$ cat config.mk
export PLATFORM = sky130hd
export DESIGN_NAME = frame_row_fetch_flat
export DESIGN_NICKNAME = d
export VERILOG_FILES = /design/src/rtl/frame_row_fetch_if.sv /design/src/rtl/frame_row_fetch.sv /design/src/flat_wrapper.sv
export SDC_FILE = /design/constraint.sdc
export NUM_CORES = 1
export LEC_CHECK = 0
export CORE_MARGIN = 5
export CORE_UTILIZATION = 50
export CTS_CLUSTER_SIZE = 28
export DETAILED_ROUTE_END_ITERATION = 7
export GPL_TIMING_DRIVEN = 0
export PLACE_DENSITY = 0.74
export SYNTH_ARGS = -nofsm -noshare
export SYNTH_HDL_FRONTEND = slang
export SYNTH_SLANG_ARGS = --single-unit
$ cat constraint.sdc
create_clock -name clk_in -period 53 [get_ports clk_in]
set_input_delay 5.3 -clock clk_in [delete_from_list [all_inputs] [get_ports clk_in]]
set_output_delay 5.3 -clock clk_in [all_outputs]
set_load 0.01 [all_outputs]
$ cat src/rtl/frame_row_fetch_if.sv
// Request, frame_ram read port and bit-plane column bus for frame_row_fetch.
// ovf_out is present only when FRAME_ROW_FETCH_OVF_EN is defined.
interface frame_row_fetch_if #(
   parameter int unsigned NUM_ROWS = 32,
   parameter int unsigned NUM_COLS = 64,
   parameter int unsigned BIT_W    = 8
);
   localparam int unsigned ROW_W   = $clog2(NUM_ROWS / 2);
   localparam int unsigned PLANE_W = $clog2(BIT_W);

   logic                     start_in;
   logic [ROW_W-1:0]         row_in;
   logic [PLANE_W-1:0]       plane_in;
   logic                     ram_en_out;
   logic [15:0]              ram_addr_out;
   logic [23:0]              ram_data_in;
   logic [2:0][NUM_COLS-1:0] col_top_out;
   logic [2:0][NUM_COLS-1:0] col_bot_out;
   logic                     busy_out;
   logic                     done_out;
`ifdef FRAME_ROW_FETCH_OVF_EN
   logic                     ovf_out;
`endif

   modport master (
      input  start_in,
      input  row_in,
      input  plane_in,
      input  ram_data_in,
      output ram_en_out,
      output ram_addr_out,
      output col_top_out,
      output col_bot_out,
      output busy_out,
`ifdef FRAME_ROW_FETCH_OVF_EN
      output ovf_out,
`endif
      output done_out
   );

   modport slave (
      output start_in,
      output row_in,
      output plane_in,
      output ram_data_in,
      input  ram_en_out,
      input  ram_addr_out,
      input  col_top_out,
      input  col_bot_out,
      input  busy_out,
`ifdef FRAME_ROW_FETCH_OVF_EN
      input  ovf_out,
`endif
      input  done_out
   );
endinterface

$ cat src/rtl/frame_row_fetch.sv
// Fetches one top/bottom row pair from frame_ram and slices one bit-plane per colour channel.
// Define FRAME_ROW_FETCH_OVF_EN to add a sticky ovf_out flag for starts ignored while busy.
module frame_row_fetch #(
   parameter int unsigned NUM_ROWS = 32,
   parameter int unsigned NUM_COLS = 64,
   parameter int unsigned BIT_W    = 8
) (
   input logic               clk_in,
   input logic               reset_in,
   frame_row_fetch_if.master bus
);
   localparam int unsigned HALF_ROWS = NUM_ROWS / 2;
   localparam int unsigned ROW_W     = $clog2(HALF_ROWS);
   localparam int unsigned PLANE_W   = $clog2(BIT_W);
   localparam int unsigned COL_W     = $clog2(NUM_COLS);
   localparam int unsigned CNT_W     = $clog2(2 * NUM_COLS + 1);
   localparam logic [CNT_W-1:0] RD_COUNT = CNT_W'(2 * NUM_COLS);
   localparam logic [CNT_W-1:0] CNT_ONE  = CNT_W'(1);

   typedef enum logic [1:0] {StIdle, StFetch, StDrain, StDone} state_t;

   state_t                   state_q;
   logic [CNT_W-1:0]         cnt_q;
   logic [ROW_W-1:0]         row_q;
   logic [PLANE_W-1:0]       plane_q;
   logic [COL_W-1:0]         rd_col_q;
   logic                     rd_half_q;
   logic [COL_W-1:0]         cap_col_q;
   logic                     cap_half_q;
   logic                     cap_v_q;
   logic                     ram_en_q;
   logic [15:0]              ram_addr_q;
   logic                     busy_q;
   logic                     done_q;
   logic [2:0][NUM_COLS-1:0] sh_top_q;
   logic [2:0][NUM_COLS-1:0] sh_bot_q;
   logic [2:0][NUM_COLS-1:0] col_top_q;
   logic [2:0][NUM_COLS-1:0] col_bot_q;

   logic [COL_W-1:0] iss_col;
   logic             iss_half;
   logic [15:0]      iss_addr;
   logic [7:0]       r_ch;
   logic [7:0]       g_ch;
   logic [7:0]       b_ch;

   // Reads alternate top/bottom, so bit 0 of the count selects the half.
   assign iss_col  = cnt_q[COL_W:1];
   assign iss_half = cnt_q[0];
   assign iss_addr = (16'(row_q) + (iss_half ? 16'(HALF_ROWS) : 16'd0)) * 16'(NUM_COLS)
                     + 16'(iss_col);

   assign r_ch = bus.ram_data_in[23:16];
   assign g_ch = bus.ram_data_in[15:8];
   assign b_ch = bus.ram_data_in[7:0];

   always_ff @(posedge clk_in or posedge reset_in) begin
      if (reset_in) begin
         state_q    <= StIdle;
         cnt_q      <= '0;
         row_q      <= '0;
         plane_q    <= '0;
         rd_col_q   <= '0;
         rd_half_q  <= 1'b0;
         ram_en_q   <= 1'b0;
         ram_addr_q <= '0;
         busy_q     <= 1'b0;
         done_q     <= 1'b0;
         col_top_q  <= '0;
         col_bot_q  <= '0;
      end else begin
         done_q <= 1'b0;
         unique case (state_q)
            StIdle: begin
               if (bus.start_in) begin
                  row_q   <= bus.row_in;
                  plane_q <= bus.plane_in;
                  cnt_q   <= '0;
                  busy_q  <= 1'b1;
                  state_q <= StFetch;
               end
            end
            StFetch: begin
               if (cnt_q == RD_COUNT) begin
                  ram_en_q   <= 1'b0;
                  ram_addr_q <= '0;
                  cnt_q      <= '0;
                  state_q    <= StDrain;
               end else begin
                  ram_en_q   <= 1'b1;
                  ram_addr_q <= iss_addr;
                  rd_col_q   <= iss_col;
                  rd_half_q  <= iss_half;
                  cnt_q      <= cnt_q + CNT_ONE;
               end
            end
            StDrain: begin
               cnt_q <= cnt_q + CNT_ONE;
               // Last read lands in the shadow one edge before this publish.
               if (cnt_q == CNT_ONE) begin
                  col_top_q <= sh_top_q;
                  col_bot_q <= sh_bot_q;
                  done_q    <= 1'b1;
                  state_q   <= StDone;
               end
            end
            StDone: begin
               cnt_q   <= '0;
               busy_q  <= 1'b0;
               state_q <= StIdle;
            end
         endcase
      end
   end

   // Read data arrives two edges after its address; the tag rides along one stage behind.
   always_ff @(posedge clk_in or posedge reset_in) begin
      if (reset_in) begin
         cap_v_q    <= 1'b0;
         cap_col_q  <= '0;
         cap_half_q <= 1'b0;
         sh_top_q   <= '0;
         sh_bot_q   <= '0;
      end else begin
         cap_v_q    <= ram_en_q;
         cap_col_q  <= rd_col_q;
         cap_half_q <= rd_half_q;
         if (cap_v_q) begin
            if (cap_half_q) begin
               sh_bot_q[2][cap_col_q] <= r_ch[plane_q];
               sh_bot_q[1][cap_col_q] <= g_ch[plane_q];
               sh_bot_q[0][cap_col_q] <= b_ch[plane_q];
            end else begin
               sh_top_q[2][cap_col_q] <= r_ch[plane_q];
               sh_top_q[1][cap_col_q] <= g_ch[plane_q];
               sh_top_q[0][cap_col_q] <= b_ch[plane_q];
            end
         end
      end
   end

`ifdef FRAME_ROW_FETCH_OVF_EN
   logic ovf_q;

   always_ff @(posedge clk_in or posedge reset_in) begin
      if (reset_in) begin
         ovf_q <= 1'b0;
      end else if (bus.start_in && busy_q) begin
         ovf_q <= 1'b1;
      end
   end

   assign bus.ovf_out = ovf_q;
`endif

   assign bus.ram_en_out   = ram_en_q;
   assign bus.ram_addr_out = ram_addr_q;
   assign bus.col_top_out  = col_top_q;
   assign bus.col_bot_out  = col_bot_q;
   assign bus.busy_out     = busy_q;
   assign bus.done_out     = done_q;
endmodule
$ cat src/flat_wrapper.sv
// flat-port wrapper written by rule: the top's interface ports become plain ports
module frame_row_fetch_flat 
#(
   parameter int unsigned NUM_ROWS = 32,
   parameter int unsigned NUM_COLS = 64,
   parameter int unsigned BIT_W    = 8
)
  (clk_in, reset_in, bus_start_in, bus_row_in, bus_plane_in, bus_ram_data_in, bus_ram_en_out, bus_ram_addr_out, bus_col_top_out, bus_col_bot_out, bus_busy_out, bus_done_out);
  frame_row_fetch_if #(.NUM_ROWS(NUM_ROWS), .NUM_COLS(NUM_COLS), .BIT_W(BIT_W)) bus_i ();
  input logic clk_in;
  input logic reset_in;
  input wire logic [$bits(bus_i.start_in)-1:0] bus_start_in;
  input wire logic [$bits(bus_i.row_in)-1:0] bus_row_in;
  input wire logic [$bits(bus_i.plane_in)-1:0] bus_plane_in;
  input wire logic [$bits(bus_i.ram_data_in)-1:0] bus_ram_data_in;
  output wire logic [$bits(bus_i.ram_en_out)-1:0] bus_ram_en_out;
  output wire logic [$bits(bus_i.ram_addr_out)-1:0] bus_ram_addr_out;
  output wire logic [$bits(bus_i.col_top_out)-1:0] bus_col_top_out;
  output wire logic [$bits(bus_i.col_bot_out)-1:0] bus_col_bot_out;
  output wire logic [$bits(bus_i.busy_out)-1:0] bus_busy_out;
  output wire logic [$bits(bus_i.done_out)-1:0] bus_done_out;
  assign bus_i.start_in = bus_start_in;
  assign bus_i.row_in = bus_row_in;
  assign bus_i.plane_in = bus_plane_in;
  assign bus_i.ram_data_in = bus_ram_data_in;
  assign bus_ram_en_out = bus_i.ram_en_out;
  assign bus_ram_addr_out = bus_i.ram_addr_out;
  assign bus_col_top_out = bus_i.col_top_out;
  assign bus_col_bot_out = bus_i.col_bot_out;
  assign bus_busy_out = bus_i.busy_out;
  assign bus_done_out = bus_i.done_out;
  frame_row_fetch #(.NUM_ROWS(NUM_ROWS), .NUM_COLS(NUM_COLS), .BIT_W(BIT_W)) u_core (.clk_in(clk_in), .reset_in(reset_in), .bus(bus_i));
endmodule
## After elaboration in Yosys (flattened, before gate mapping)

Index checks and enable logic that the tools add are counted.

| cells by class | value |
|---|---|
| bitwise gates (word level) | 2 |
| $add $sub $neg | 3 |
| multiplexer cells | 28 |
| reduce and logical (&&, ||, !) cells | 10 |
| magnitude comparators | 3 |
| eq/ne operators | 8 |

Operators by type and width:

| kind | count |
|---|---|
| bitwise mux 64 bit | 6 |
| one-hot mux 8 bit (4 select lines) | 1 |
| adder 16 x 6 -> 16 bit | 1 |
| two-way mux 16 bit | 1 |
| two-way mux 8 bit | 2 |
| AND reduction 2 bit | 6 |
| adder 4 x 10 -> 10 bit | 1 |
| binary-select mux 1 bit (select 3 bit) | 3 |
| adder 8 x 1 -> 8 bit (second input constant) | 1 |
| equality test 8 x 1 -> 1 bit (second input constant) | 1 |
| equality test 8 bit (second input constant) | 1 |
| two-way mux 1 bit | 8 |
| one-hot mux 2 bit (4 select lines) | 1 |
| less-than comparator 6 x 7 -> 1 bit (second input constant) | 1 |
| demux 1 bit (select 6 bit) | 1 |
| greater-or-equal comparator 6 x 1 -> 1 bit (second input constant) | 1 |
| two-way mux 2 bit | 3 |
| two-way mux 5 bit | 1 |
| equality test 2 bit (second input constant) | 2 |
| less-than comparator 3 x 4 -> 1 bit (second input constant) | 1 |
| inequality test 2 x 1 -> 1 bit (second input constant) | 2 |
| AND reduction 3 bit | 1 |
| equality test 2 x 1 -> 1 bit (second input constant) | 1 |
| logical NOT 2 bit | 1 |
| other kinds (5) | 6 |

| word-level totals | value |
|---|---|
| word-level logic and storage cells | 79 |
| bits of input ports | 34 |
| flip-flop bits (word level) | 819 |
| output and inout bits | 403 |

## Logic depth before layout (Yosys ltp)

Gate-level depths: netlist of run 1.

| logic depth | value |
|---|---|
| depth after elaboration | 5 |
| mapped depth | 9 |
| depth with buffers taken out | 7 |

## Least setup slack after synthesis of run 1

No wires, ideal clock.

| path | value |
|---|---|
| path type | in2reg |
| start point | in bus_ram_data_in[7] |
| end point | reg u_core.sh_top_q[0] in the netlist's numbering |
| library setup time | 0.128 ns |
| stages | 5 |
| buffers on the path | 2 |
| arrival time | 6.583 ns |
| required time | 52.872 ns |
| slack | 46.289 ns |
| cells stage by stage | mux4_2 > mux2_2 > buf_2 > buf_2 > mux2_1 |

| on the way | value |
|---|---|
| cells in the longest elaborated chain, start to end | 3 |

Ends and longest elaborated chain:

| element | line | text |
|---|---|---|
| start: declaration | flat_wrapper.sv:15 | `input wire logic [$bits(bus_i.ram_data_in)-1:0] bus_ram_data_in;` |
| binary-select mux 1 bit (select 3 bit) | frame_row_fetch.sv:136 | `sh_top_q[0][cap_col_q] <= b_ch[plane_q];` |
| two-way mux 1 bit (not written as such) | frame_row_fetch.sv:136 |  |
| bitwise mux 64 bit | frame_row_fetch.sv:136 |  |
| end signal: indexed assignment | frame_row_fetch.sv:134 | `sh_top_q[2][cap_col_q] <= r_ch[plane_q];` |
| end signal: indexed assignment | frame_row_fetch.sv:135 | `sh_top_q[1][cap_col_q] <= g_ch[plane_q];` |
| end signal: indexed assignment | frame_row_fetch.sv:136 |  |
| end: declaration | frame_row_fetch.sv:35 | `logic [2:0][NUM_COLS-1:0] sh_top_q;` |

No other way between the ends. The select of a mux whose other input is x is not followed.
A chain may end at the register's enable or synchronous reset.

==> flow_metrics.env, run 1 <==
export IMPL_cp_top_family="buffers and inverters"
export IMPL_synth_top_area_share_pct=64.7
export IMPL_synth_cell_type_count=49
export IMPL_critPathMostFrequentCell="buf_16"
export IMPL_min_period_over_period_pct=14.0
export IMPL_viasPerCell=5.32
export IMPL_maxCapViolCount=0
export IMPL_drtIter0Drc=914
export IMPL_rows=92
export IMPL_layout_commonest_cell="dfrtp_1"
export IMPL_leakagePower_nw=18.9
export IMPL_worstPathRequired_ns=53.67
export IMPL_ant_nets=0
export IMPL_hold_class="reg -> reg"
export IMPL_netlist_area_sq_mm=0.0315
export IMPL_die_h_um=261
export IMPL_ys_ff_latch=814
export IMPL_syn_inst=1984
export IMPL_coreArea_sq_mm=0.0627
export IMPL_seq_area_frac_synth_pct=64.7
export IMPL_insertion_delay_ns=0.62
export IMPL_cp_arrival_ns=8.08
export IMPL_cts_tree="done"
export IMPL_status="completed"
export IMPL_setup_viol=0
export IMPL_gp_congestion=0.808
export IMPL_cp_startpoint="reset_in"
export IMPL_cts_root_buf="clkbuf_16"
export IMPL_synth_top_cell_by_area="dfrtp_1"
export IMPL_synth_top_flop_cell="dfrtp_1"
export IMPL_grt_pass1_wl_um=125000
export IMPL_power_density_mw_per_mm2=31.3
export IMPL_worstMarginPinSlew_ns=1.32
export IMPL_drv_slew=0
export IMPL_cp_slowest_cell="buf_16"
export IMPL_gr_total_overflow=0
export IMPL_hp_start="u_core.rd_col_q[0]"
export IMPL_hold_violations=0
export IMPL_crit_fanout=132
export IMPL_stdcell_area_sq_mm=0.0398
export IMPL_post_drt_wl_per_cell_um=24.3
export IMPL_async_flop_share_pct=100
export IMPL_path_buf_inv=5
export IMPL_cts_made_buffers=81
export IMPL_total_power_mw=1.25
export IMPL_synthTopCellsByArea="dfrtp_1 (65%), mux2_2 (17%), mux2_1 (11%), buf_6 (1.2%), nor2_1 (1.1%)"
export IMPL_rsz0062_at_grt="no"
export IMPL_place_ws_ns=44.82
export IMPL_crit_type="in -> async"
export IMPL_port_buffers=431
export IMPL_avgSynthCellArea_sq_um=15.9
export IMPL_initial_core_util_pct=50.2
export IMPL_grt_total_usage_pct=24.3
export IMPL_clk_pin_slew_worst_paths_ns=0.05
export IMPL_antenna_found_initial=0
export IMPL_placedInstanceArea_sq_mm=0.0371
export IMPL_layout_nets=2549
export IMPL_final_cell_mix="dfrtp_1 (814), mux2_2 (473), clkdlybuf4s50_1 (431)"
export IMPL_syn_to_final_growth_pct=26.3
export IMPL_crit_path_end_kind="asynchronous set/reset pin"
export IMPL_post_cts_buffers=0
export IMPL_fin_ws_ns=45.59
export IMPL_yosys_warnings=0
export IMPL_cts_max_path_buffers=3
export IMPL_vias=18200
export IMPL_ios=437
export IMPL_max_freq_mhz=135
export IMPL_grt_max_degree=142
export IMPL_regToRegStartpoint="u_core.cap_col_q[3]"
export IMPL_setup_worst_path_start_class="input pin"
export IMPL_post_route_drc_count=0
export IMPL_layout_drive_gt1_share_pct=27.0
export IMPL_postCtsHoldBufs=0
export IMPL_htreeDepth=3
export IMPL_crit_chain="clkdlybuf4s50_1 -> inv_8 -> buf_16 -> buf_16 -> buf_16"
export IMPL_slew_headroom_pct=11.6
export IMPL_irDropWorstVdd_mv=0.0266
export IMPL_wl_um=83300
export IMPL_cts_sinks=814
export IMPL_dieArea_sq_mm=0.0681
export IMPL_fin_worst_hold_slack_ns=0.378
export IMPL_first_pass_iters=5
export IMPL_die_w_um=261
export IMPL_ctsResizeCount=0
export IMPL_synth_edf_count=0
export IMPL_critPathMaxStageDelay_ns=0.55
export IMPL_tns_ns=0
export IMPL_grt_pass1_vias=20100
export IMPL_skew_ns=0.0221
export IMPL_min_period_ns=7.41
export IMPL_hpwl_um=59000
==> cell usage after synthesis (2+ instances only) <==
library cell	count
or3_1	2
buf_6	34
and3_1	2
nand4_1	4
mux2_2	473
nor3b_1	2
nor3_1	3
dfrtp_1	814
or2_2	4
inv_1	14
and3b_1	3
nand2b_1	10
buf_1	7
nand3_1	11
buf_2	25
buf_12	3
mux4_2	6
clkbuf_1	36
and2_1	4
a22o_1	5
xor2_1	3
nor2_1	92
a21oi_1	7
ha_1	7
buf_4	5
nor2b_1	6
mux2_1	311
nand2_1	60
nor3b_2	2
xnor2_1	3
o21ai_0	8
==> layer usage <==
layer | wire length (um) | GRT usage, % | part of all wire, % | up-vias
met5 | 0 | 0 | 0 | -
met4 | 1980 | 6.45 | 2.4 | 0
met3 | 6040 | 6.72 | 7.2 | 115
met2 | 41200 | 41.0 | 49 | 440
met1 | 34100 | 31.4 | 41 | 9706
li1 | - | - | - | 7967
==> logic make-up (layout without fill, tap and decap cells) <==
kind of cell | Yosys count | in the layout | share of synthesized area (%)
AOI/OAI and AO/OA | 26 | 26 | 0.588
DFF | 814 | 814 | 64.7
buffers and inverters | 126 | 713 | 2.63
xor gates and xnor gates | 6 | 6 | 0.167
and+or+nand+nor | 213 | 213 | 3.15
adders and majority gates | 7 | 7 | 0.278
muxes | 791 | 791 | 28.5
other | 1 | 8 | 0.0119
==> path summary, 6_finish.rpt <==
kind / end / slack (ns) / cells past startpoint
min in group asynchronous: u_core.bus.ram_addr_out[0] / 5.23 / 2
hold / removal: u_core.cap_col_q[0] / 0.38 / 0
hold reg to reg: u_core.cap_col_q[0] / 0.38 / 0
setup reg to reg: u_core.sh_bot_q[156] / 49.91 / 5
setup / recovery: u_core.bus.col_top_out[186] / 45.59 / 5
max in group clk_in: u_core.sh_bot_q[136] / 45.87 / 6
==> through the flow <==
step / util [%] / std cells
final: 63.4 / 3424
after global placement: 58.8 / 3265
after global routing: 63.4 / 3421
after detailed placement: 59.1 / 3271
after CTS: 63.4 / 3421
after floorplan: - / 1988
==> worst register-to-register path, stage by stage, from the launching register on <==
cell      delay, ns
dfrtp_1        0.39
clkbuf_1       0.53
clkbuf_1       0.60
nand3_1        0.61
nor2_1         0.48
mux2_2         0.38
==> state kept, by name, summed over array words and instances, names as in the netlist, 2 cells and up <==
name                     flops
u_core.sh_bot_q            192
u_core.plane_q               3
u_core.state_q               2
u_core.cap_col_q             6
u_core.bus.col_bot_out     192
u_core.rd_col_q              6
u_core.bus.ram_addr_out     11
u_core.sh_top_q            192
u_core.row_q                 4
u_core.cnt_q                 8
u_core.bus.col_top_out     192
==> final cells by class <==
class,instances,area (sq um)
Buffer,111,772
Clock inverter,27,309
Multi-Input combinational cell,1048,10300
Antenna cell,3,7.51
Clock buffer,123,2400
Tap cell,846,1060
Timing Repair Buffer,437,4480
Inverter,15,65.1
Fill cell,4567,23000
Sequential cell,814,20400
==> power breakdown <==
group          leakage [nW]  internal, mW  switching (mW)
clock network          1.33         0.338           0.240
registers              10.8         0.630         0.00479
logic                  6.79        0.0114          0.0210
No activity file was read; power rests on OpenSTA's default activity.
==> run 2: changes to the inputs <==
==> constraint.sdc (replaced) <==
create_clock -name clk_in -period 7.1 [get_ports clk_in]
set_input_delay 0.71 -clock clk_in [delete_from_list [all_inputs] [get_ports clk_in]]
set_output_delay 0.71 -clock clk_in [all_outputs]
set_load 0.01 [all_outputs]
==> flow_metrics.env, run 2 (same netlist as run 1, synthesis figures left out) <==
export IMPL_status="completed"
export IMPL_irDropWorstVdd_mv=0.216
export IMPL_maxCapViolCount=0
export IMPL_layout_drive_gt1_share_pct=27.2
export IMPL_post_route_drc_count=0
export IMPL_htreeDepth=3
export IMPL_die_h_um=261
export IMPL_min_period_over_period_pct=44.3
export IMPL_crit_fanout=10
export IMPL_hold_violations=0
export IMPL_p_int_mw=7.37
export IMPL_cts_tree="done"
export IMPL_die_w_um=261
export IMPL_rsz0062_at_grt="no"
export IMPL_max_freq_mhz=318
export IMPL_grt_total_usage_pct=24.5
export IMPL_final_util_pct=63.8
export IMPL_critPathMaxStageDelay_ns=0.66
export IMPL_setup_worst_path_start_class="register"
export IMPL_vias=18300
export IMPL_post_cts_buffers=0
export IMPL_cp_top_family="buffers and inverters"
export IMPL_critPathMostFrequentCell="clkbuf_1"
export IMPL_cts_made_buffers=82
export IMPL_power_density_mw_per_mm2=233
export IMPL_layout_nets=2565
export IMPL_coreArea_sq_mm=0.0627
export IMPL_clk_pin_slew_worst_paths_ns=0.06
export IMPL_hpwl_um=59800
export IMPL_worstMarginPinSlew_ns=1.34
export IMPL_worstPathRequired_ns=7.60
export IMPL_fin_ws_ns=3.95
export IMPL_skew_ns=0.0265
export IMPL_cts_root_buf="clkbuf_16"
export IMPL_antenna_found_initial=0
export IMPL_syn_to_final_growth_pct=27.1
export IMPL_cts_max_path_buffers=3
export IMPL_cts_sinks=814
export IMPL_ios=437
export IMPL_p_sw_mw=1.98
export IMPL_grt_max_degree=47
export IMPL_setup_viol=0
export IMPL_path_buf_inv=2
export IMPL_grt_pass1_vias=20000
export IMPL_clock_power_share_pct=46.5
export IMPL_crit_path_end_kind="register"
export IMPL_p_comb_share_pct=2.8
export IMPL_initial_core_util_pct=50.2
export IMPL_crit_chain="clkbuf_1 -> clkbuf_1 -> nand3_1 -> nor2_1 -> mux2_2"
export IMPL_ff_latch_area_sq_mm=0.0204
export IMPL_slew_headroom_pct=10.0
export IMPL_gr_total_overflow=0
export IMPL_first_pass_iters=4
export IMPL_seq_power_share_pct=50.7
export IMPL_rows=92
export IMPL_crit_type="reg -> reg"
export IMPL_cp_arrival_ns=3.65
export IMPL_wl_um=83300
export IMPL_place_ws_ns=3.71
export IMPL_grt_pass1_wl_um=126000
export IMPL_multi_input_area_sq_mm=0.0103
export IMPL_drtIter0Drc=891
export IMPL_port_buffers=431
export IMPL_hold_class="reg -> reg"
export IMPL_post_drt_wl_per_cell_um=24.3
export IMPL_dieArea_sq_mm=0.0681
export IMPL_ant_nets=0
export IMPL_layout_commonest_cell="dfrtp_1"
export IMPL_insertion_delay_ns=0.64
export IMPL_swShare_pct=21.1
export IMPL_postCtsHoldBufs=0
export IMPL_gp_congestion=0.837
export IMPL_fill_cells=4517
export IMPL_final_cell_mix="dfrtp_1 (814), mux2_2 (473), clkdlybuf4s50_1 (431)"
export IMPL_drv_slew=0
export IMPL_leakagePower_nw=19.0
export IMPL_min_period_ns=3.15
export IMPL_ctsResizeCount=0
export IMPL_viasPerCell=5.32
export IMPL_cp_slowest_cell="nand3_1"
[run 2: changes by cell type in the layout (fill, tap and decap cells not counted)]
cell / previous run / this run
inv_6: 4 / 1
clkbuf_1: 58 / 64
buf_16: 6 / 0
diode_2: 3 / 1
inv_16: 1 / 2
bufinv_16: 5 / 7
inv_8: 1 / 0
clkbuf_16: 82 / 84
clkinvlp_4: 3 / 2
clkbuf_8: 19 / 11
buf_12: 3 / 24
[run 2: power groups by stage]
stage                     combinational [mW]  clock (mW)  sequential [mW]
after floorplan                        0.157           0             4.82
after global placement                 0.226           0             4.83
after detailed placement               0.266           0             4.82
after CTS                              0.267        4.43             4.74
after global routing                   0.293        4.63             4.74
final                                  0.259        4.34             4.74
[run 2: metrics by stage]
stage | setup TNS (ns) | hold slack, ns | total power, mW | instances | area [sq um]
4_1_cts | 0 | 0.399 | 9.44 | 3434 | 40000
3_5_place_dp | 0 | 0.388 | 5.09 | 3286 | 37300
2_1_floorplan | -3896.26 | 0.354 | 4.98 | 1988 | 31500
5_1_grt | 0 | 0.406 | 9.66 | 3434 | 40000
6_report | 0 | 0.395 | 9.34 | 3435 | 40000
3_3_place_gp | -7086.54 | 0.388 | 5.06 | 3265 | 36900
[run 2: area by class of cell]
type | instances | share of cell area, %
repair buffers | 452 | 11.8
plain buffers | 111 | 1.93
clock buffers | 123 | 5.89
well taps | 846 | 2.65
multi-input cells | 1048 | 25.8
inverters | 15 | 0.153
diodes | 1 | 0.00625
flip-flops and latches | 814 | 50.9
clock inverters | 25 | 0.869
[run 2: worst register-to-register path: cells and delay by family (launching register included)]
family        cells  cell delay, ns
buf+inv           2            1.13
flops             1            0.38
mux               1            0.39
simple gates      2            1.14
[run 2: routing by layer]
layer  up-vias  GRT usage, %  part of all wire (%)
met5         -             0                     0
met2       439          40.9                    49
met3       127          6.33                   6.3
li1       8009             -                     -
met4         0          7.30                   2.7
met1      9686          32.0                    42
[run 2: final timing paths]
path                                     start                          end  slack (ns)  depth (start not counted)
min reg2reg                 u_core.rd_col_q[0]          u_core.cap_col_q[0]        0.40                          0
max in group asynchronous             reset_in         u_core.sh_top_q[185]        4.43                          8
min                         u_core.rd_col_q[0]          u_core.cap_col_q[0]        0.40                          0
max reg2reg                u_core.cap_col_q[3]          u_core.sh_bot_q[29]        3.95                          5
min in group asynchronous             reset_in  u_core.bus.col_top_out[139]        0.63                          2
max                        u_core.cap_col_q[3]          u_core.sh_bot_q[29]        3.95                          5
==> run 3: changes to the inputs <==
--- a/config.mk
+++ b/config.mk
@@ -6,11 +6,11 @@
 export NUM_CORES = 1
 export LEC_CHECK = 0
 export CORE_MARGIN = 5
-export CORE_UTILIZATION = 50
+export CORE_UTILIZATION = 49
 export CTS_CLUSTER_SIZE = 28
 export DETAILED_ROUTE_END_ITERATION = 7
 export GPL_TIMING_DRIVEN = 0
-export PLACE_DENSITY = 0.74
+export PLACE_DENSITY = 0.76
 export SYNTH_ARGS = -nofsm -noshare
 export SYNTH_HDL_FRONTEND = slang
 export SYNTH_SLANG_ARGS = --single-unit
==> constraint.sdc (replaced) <==
create_clock -name clk_in -period 2.5 [get_ports clk_in]
set_input_delay 0.25 -clock clk_in [delete_from_list [all_inputs] [get_ports clk_in]]
set_output_delay 0.25 -clock clk_in [all_outputs]
set_load 0.01 [all_outputs]
==> flow_metrics.env, run 3 (same netlist as run 1, synthesis figures left out) <==
export IMPL_vias=18300
export IMPL_cp_arrival_ns=2.94
export IMPL_cts_max_path_buffers=3
export IMPL_r2r_slack_ns=0.07
export IMPL_gr_total_overflow=0
export IMPL_status="completed"
export IMPL_irDropWorstVdd_mv=0.544
export IMPL_leakagePower_nw=19.1
export IMPL_maxCapViolCount=0
export IMPL_fill_cells=4620
export IMPL_rsz0062_at_grt="no"
export IMPL_crit_fanout=8
export IMPL_initial_core_util_pct=49.2
export IMPL_dieArea_sq_mm=0.0694
export IMPL_setup_worst_path_start_class="register"
export IMPL_die_w_um=264
export IMPL_rr_endpoint="u_core.sh_top_q[64]"
export IMPL_drv_slew=0
export IMPL_p_sw_mw=5.73
export IMPL_rows=93
export IMPL_grt_pass1_vias=20500
export IMPL_postCtsHoldBufs=0
export IMPL_crit_path_end_kind="register"
export IMPL_ios=437
export IMPL_final_util_pct=62.9
export IMPL_max_freq_mhz=411
export IMPL_setup_viol=0
export IMPL_worstMarginPinSlew_ns=0.934
export IMPL_p_int_mw=21.2
export IMPL_drtIter0Drc=943
export IMPL_slew_headroom_pct=37.7
export IMPL_regToRegStartpoint="u_core.cap_v_q"
export IMPL_cts_root_buf="clkbuf_16"
export IMPL_placedInstanceArea_sq_mm=0.0373
export IMPL_grt_max_degree=47
export IMPL_ff2ff_path_depth=4
export IMPL_wl_um=84200
export IMPL_ff_latch_area_sq_mm=0.0204
export IMPL_die_h_um=264
export IMPL_p_comb_share_pct=2.7
export IMPL_multi_input_area_sq_mm=0.0104
export IMPL_layout_nets=2563
export IMPL_hold_violations=0
export IMPL_cp_startpoint="u_core.cap_v_q"
export IMPL_seq_power_share_pct=50.0
export IMPL_stdcell_area_sq_mm=0.0402
export IMPL_cts_made_buffers=83
export IMPL_cts_tree="done"
export IMPL_final_cell_mix="dfrtp_1 (813), mux2_2 (473), clkdlybuf4s50_1 (431)"
export IMPL_swShare_pct=21.3
export IMPL_clk_pin_slew_worst_paths_ns=0.06
export IMPL_coreArea_sq_mm=0.0640
export IMPL_layout_commonest_cell="dfrtp_1"
export IMPL_antenna_found_initial=3
export IMPL_port_buffers=431
export IMPL_viasPerCell=5.32
export IMPL_layout_drive_gt1_share_pct=28.8
export IMPL_post_route_drc_count=0
export IMPL_grt_pass1_wl_um=128000
export IMPL_first_pass_iters=4
export IMPL_hold_class="in -> async"
export IMPL_gp_congestion=0.833
export IMPL_ant_nets=0
export IMPL_insertion_delay_ns=0.63
export IMPL_min_period_ns=2.43
export IMPL_power_density_mw_per_mm2=669
export IMPL_skew_ns=0.0305
export IMPL_hpwl_um=60400
export IMPL_min_period_over_period_pct=97.3
export IMPL_grt_total_usage_pct=24.0
export IMPL_crit_type="reg -> reg"
export IMPL_cts_sinks=814
export IMPL_clock_power_share_pct=47.3
export IMPL_crit_path_end="u_core.sh_top_q[64]"
export IMPL_syn_to_final_growth_pct=27.8
export IMPL_worstPathRequired_ns=3.01
export IMPL_htreeDepth=3
export IMPL_post_drt_wl_per_cell_um=24.4
-- run 3: stage by stage --
step           hold slack (ns)  TNS [ns]  setup WS [ns]  power (mW)  instances
6_report                 0.168         0         0.0663        26.9       3446
5_1_grt                  0.227         0        0.00150        27.8       3446
3_3_place_gp             0.379         -         -12.78        14.4       3274
4_1_cts                  0.158   -0.0426        -0.0106        27.2       3444
2_1_floorplan            0.354  -7266.22          -8.93        14.1       1988
3_5_place_dp             0.378    -93.79         -0.625        14.5       3294
-- run 3: worst max-delay path, stage by stage (launching register included) --
cell,delay [ns]
dfrtp_1,0.46
or3b_1,0.52
nor3_4,0.68
nand2_1,0.28
mux2_1,0.37
-- run 3: cell type report --
type,instances,share of cell area (%)
timing repair buffer,455,11.8
tap,855,2.66
inverter,15,0.152
multi-input combinational,1048,25.8
sequential,814,50.6
clock buffer,124,6.10
antenna,1,0.00622
clock inverter,29,0.926
buffer,105,1.91
-- run 3: worst min path at each step --
stage,startpoint,end,slack (ns),cells past startpoint
2_1_floorplan,u_core.rd_col_q[0],u_core.cap_col_q[0],0.35,0
3_3_place_gp,u_core.rd_col_q[3],u_core.cap_col_q[3],0.38,0
3_5_place_dp,u_core.rd_col_q[3],u_core.cap_col_q[3],0.38,0
4_1_cts,reset_in,u_core.bus.col_bot_out[185],0.16,2
5_1_grt,reset_in,u_core.plane_q[2],0.23,2
6_report,reset_in,u_core.plane_q[2],0.17,2
-- run 3: timing repair --
item / in CTS / in global routing
pin swaps: 1 / 3
resized for setup: 23 / 21
setup buffers: 1 / 3
endpoints found under the setup margin: 294 / 436
hold endpoints to repair: 0 / 0
-- run 3: layer usage --
metal  share of wire, %  global-route usage [%]  vias up
met2                 50                    41.2      499
met5              0.027                       0        -
met3                6.9                    6.81      137
met1                 40                    29.9     9697
li1                   -                       -     7996
met4                2.8                    7.13        4
-- run 3: power groups by stage --
| stage | combinational, mW | clock, mW | sequential (mW) |
|---|---|---|---|
| floorplan | 0.446 | 0 | 13.7 |
| global placement | 0.640 | 0 | 13.7 |
| finish | 0.735 | 12.7 | 13.5 |
| CTS | 0.756 | 12.9 | 13.5 |
| detailed placement | 0.751 | 0 | 13.7 |
| global route | 0.825 | 13.5 | 13.5 |
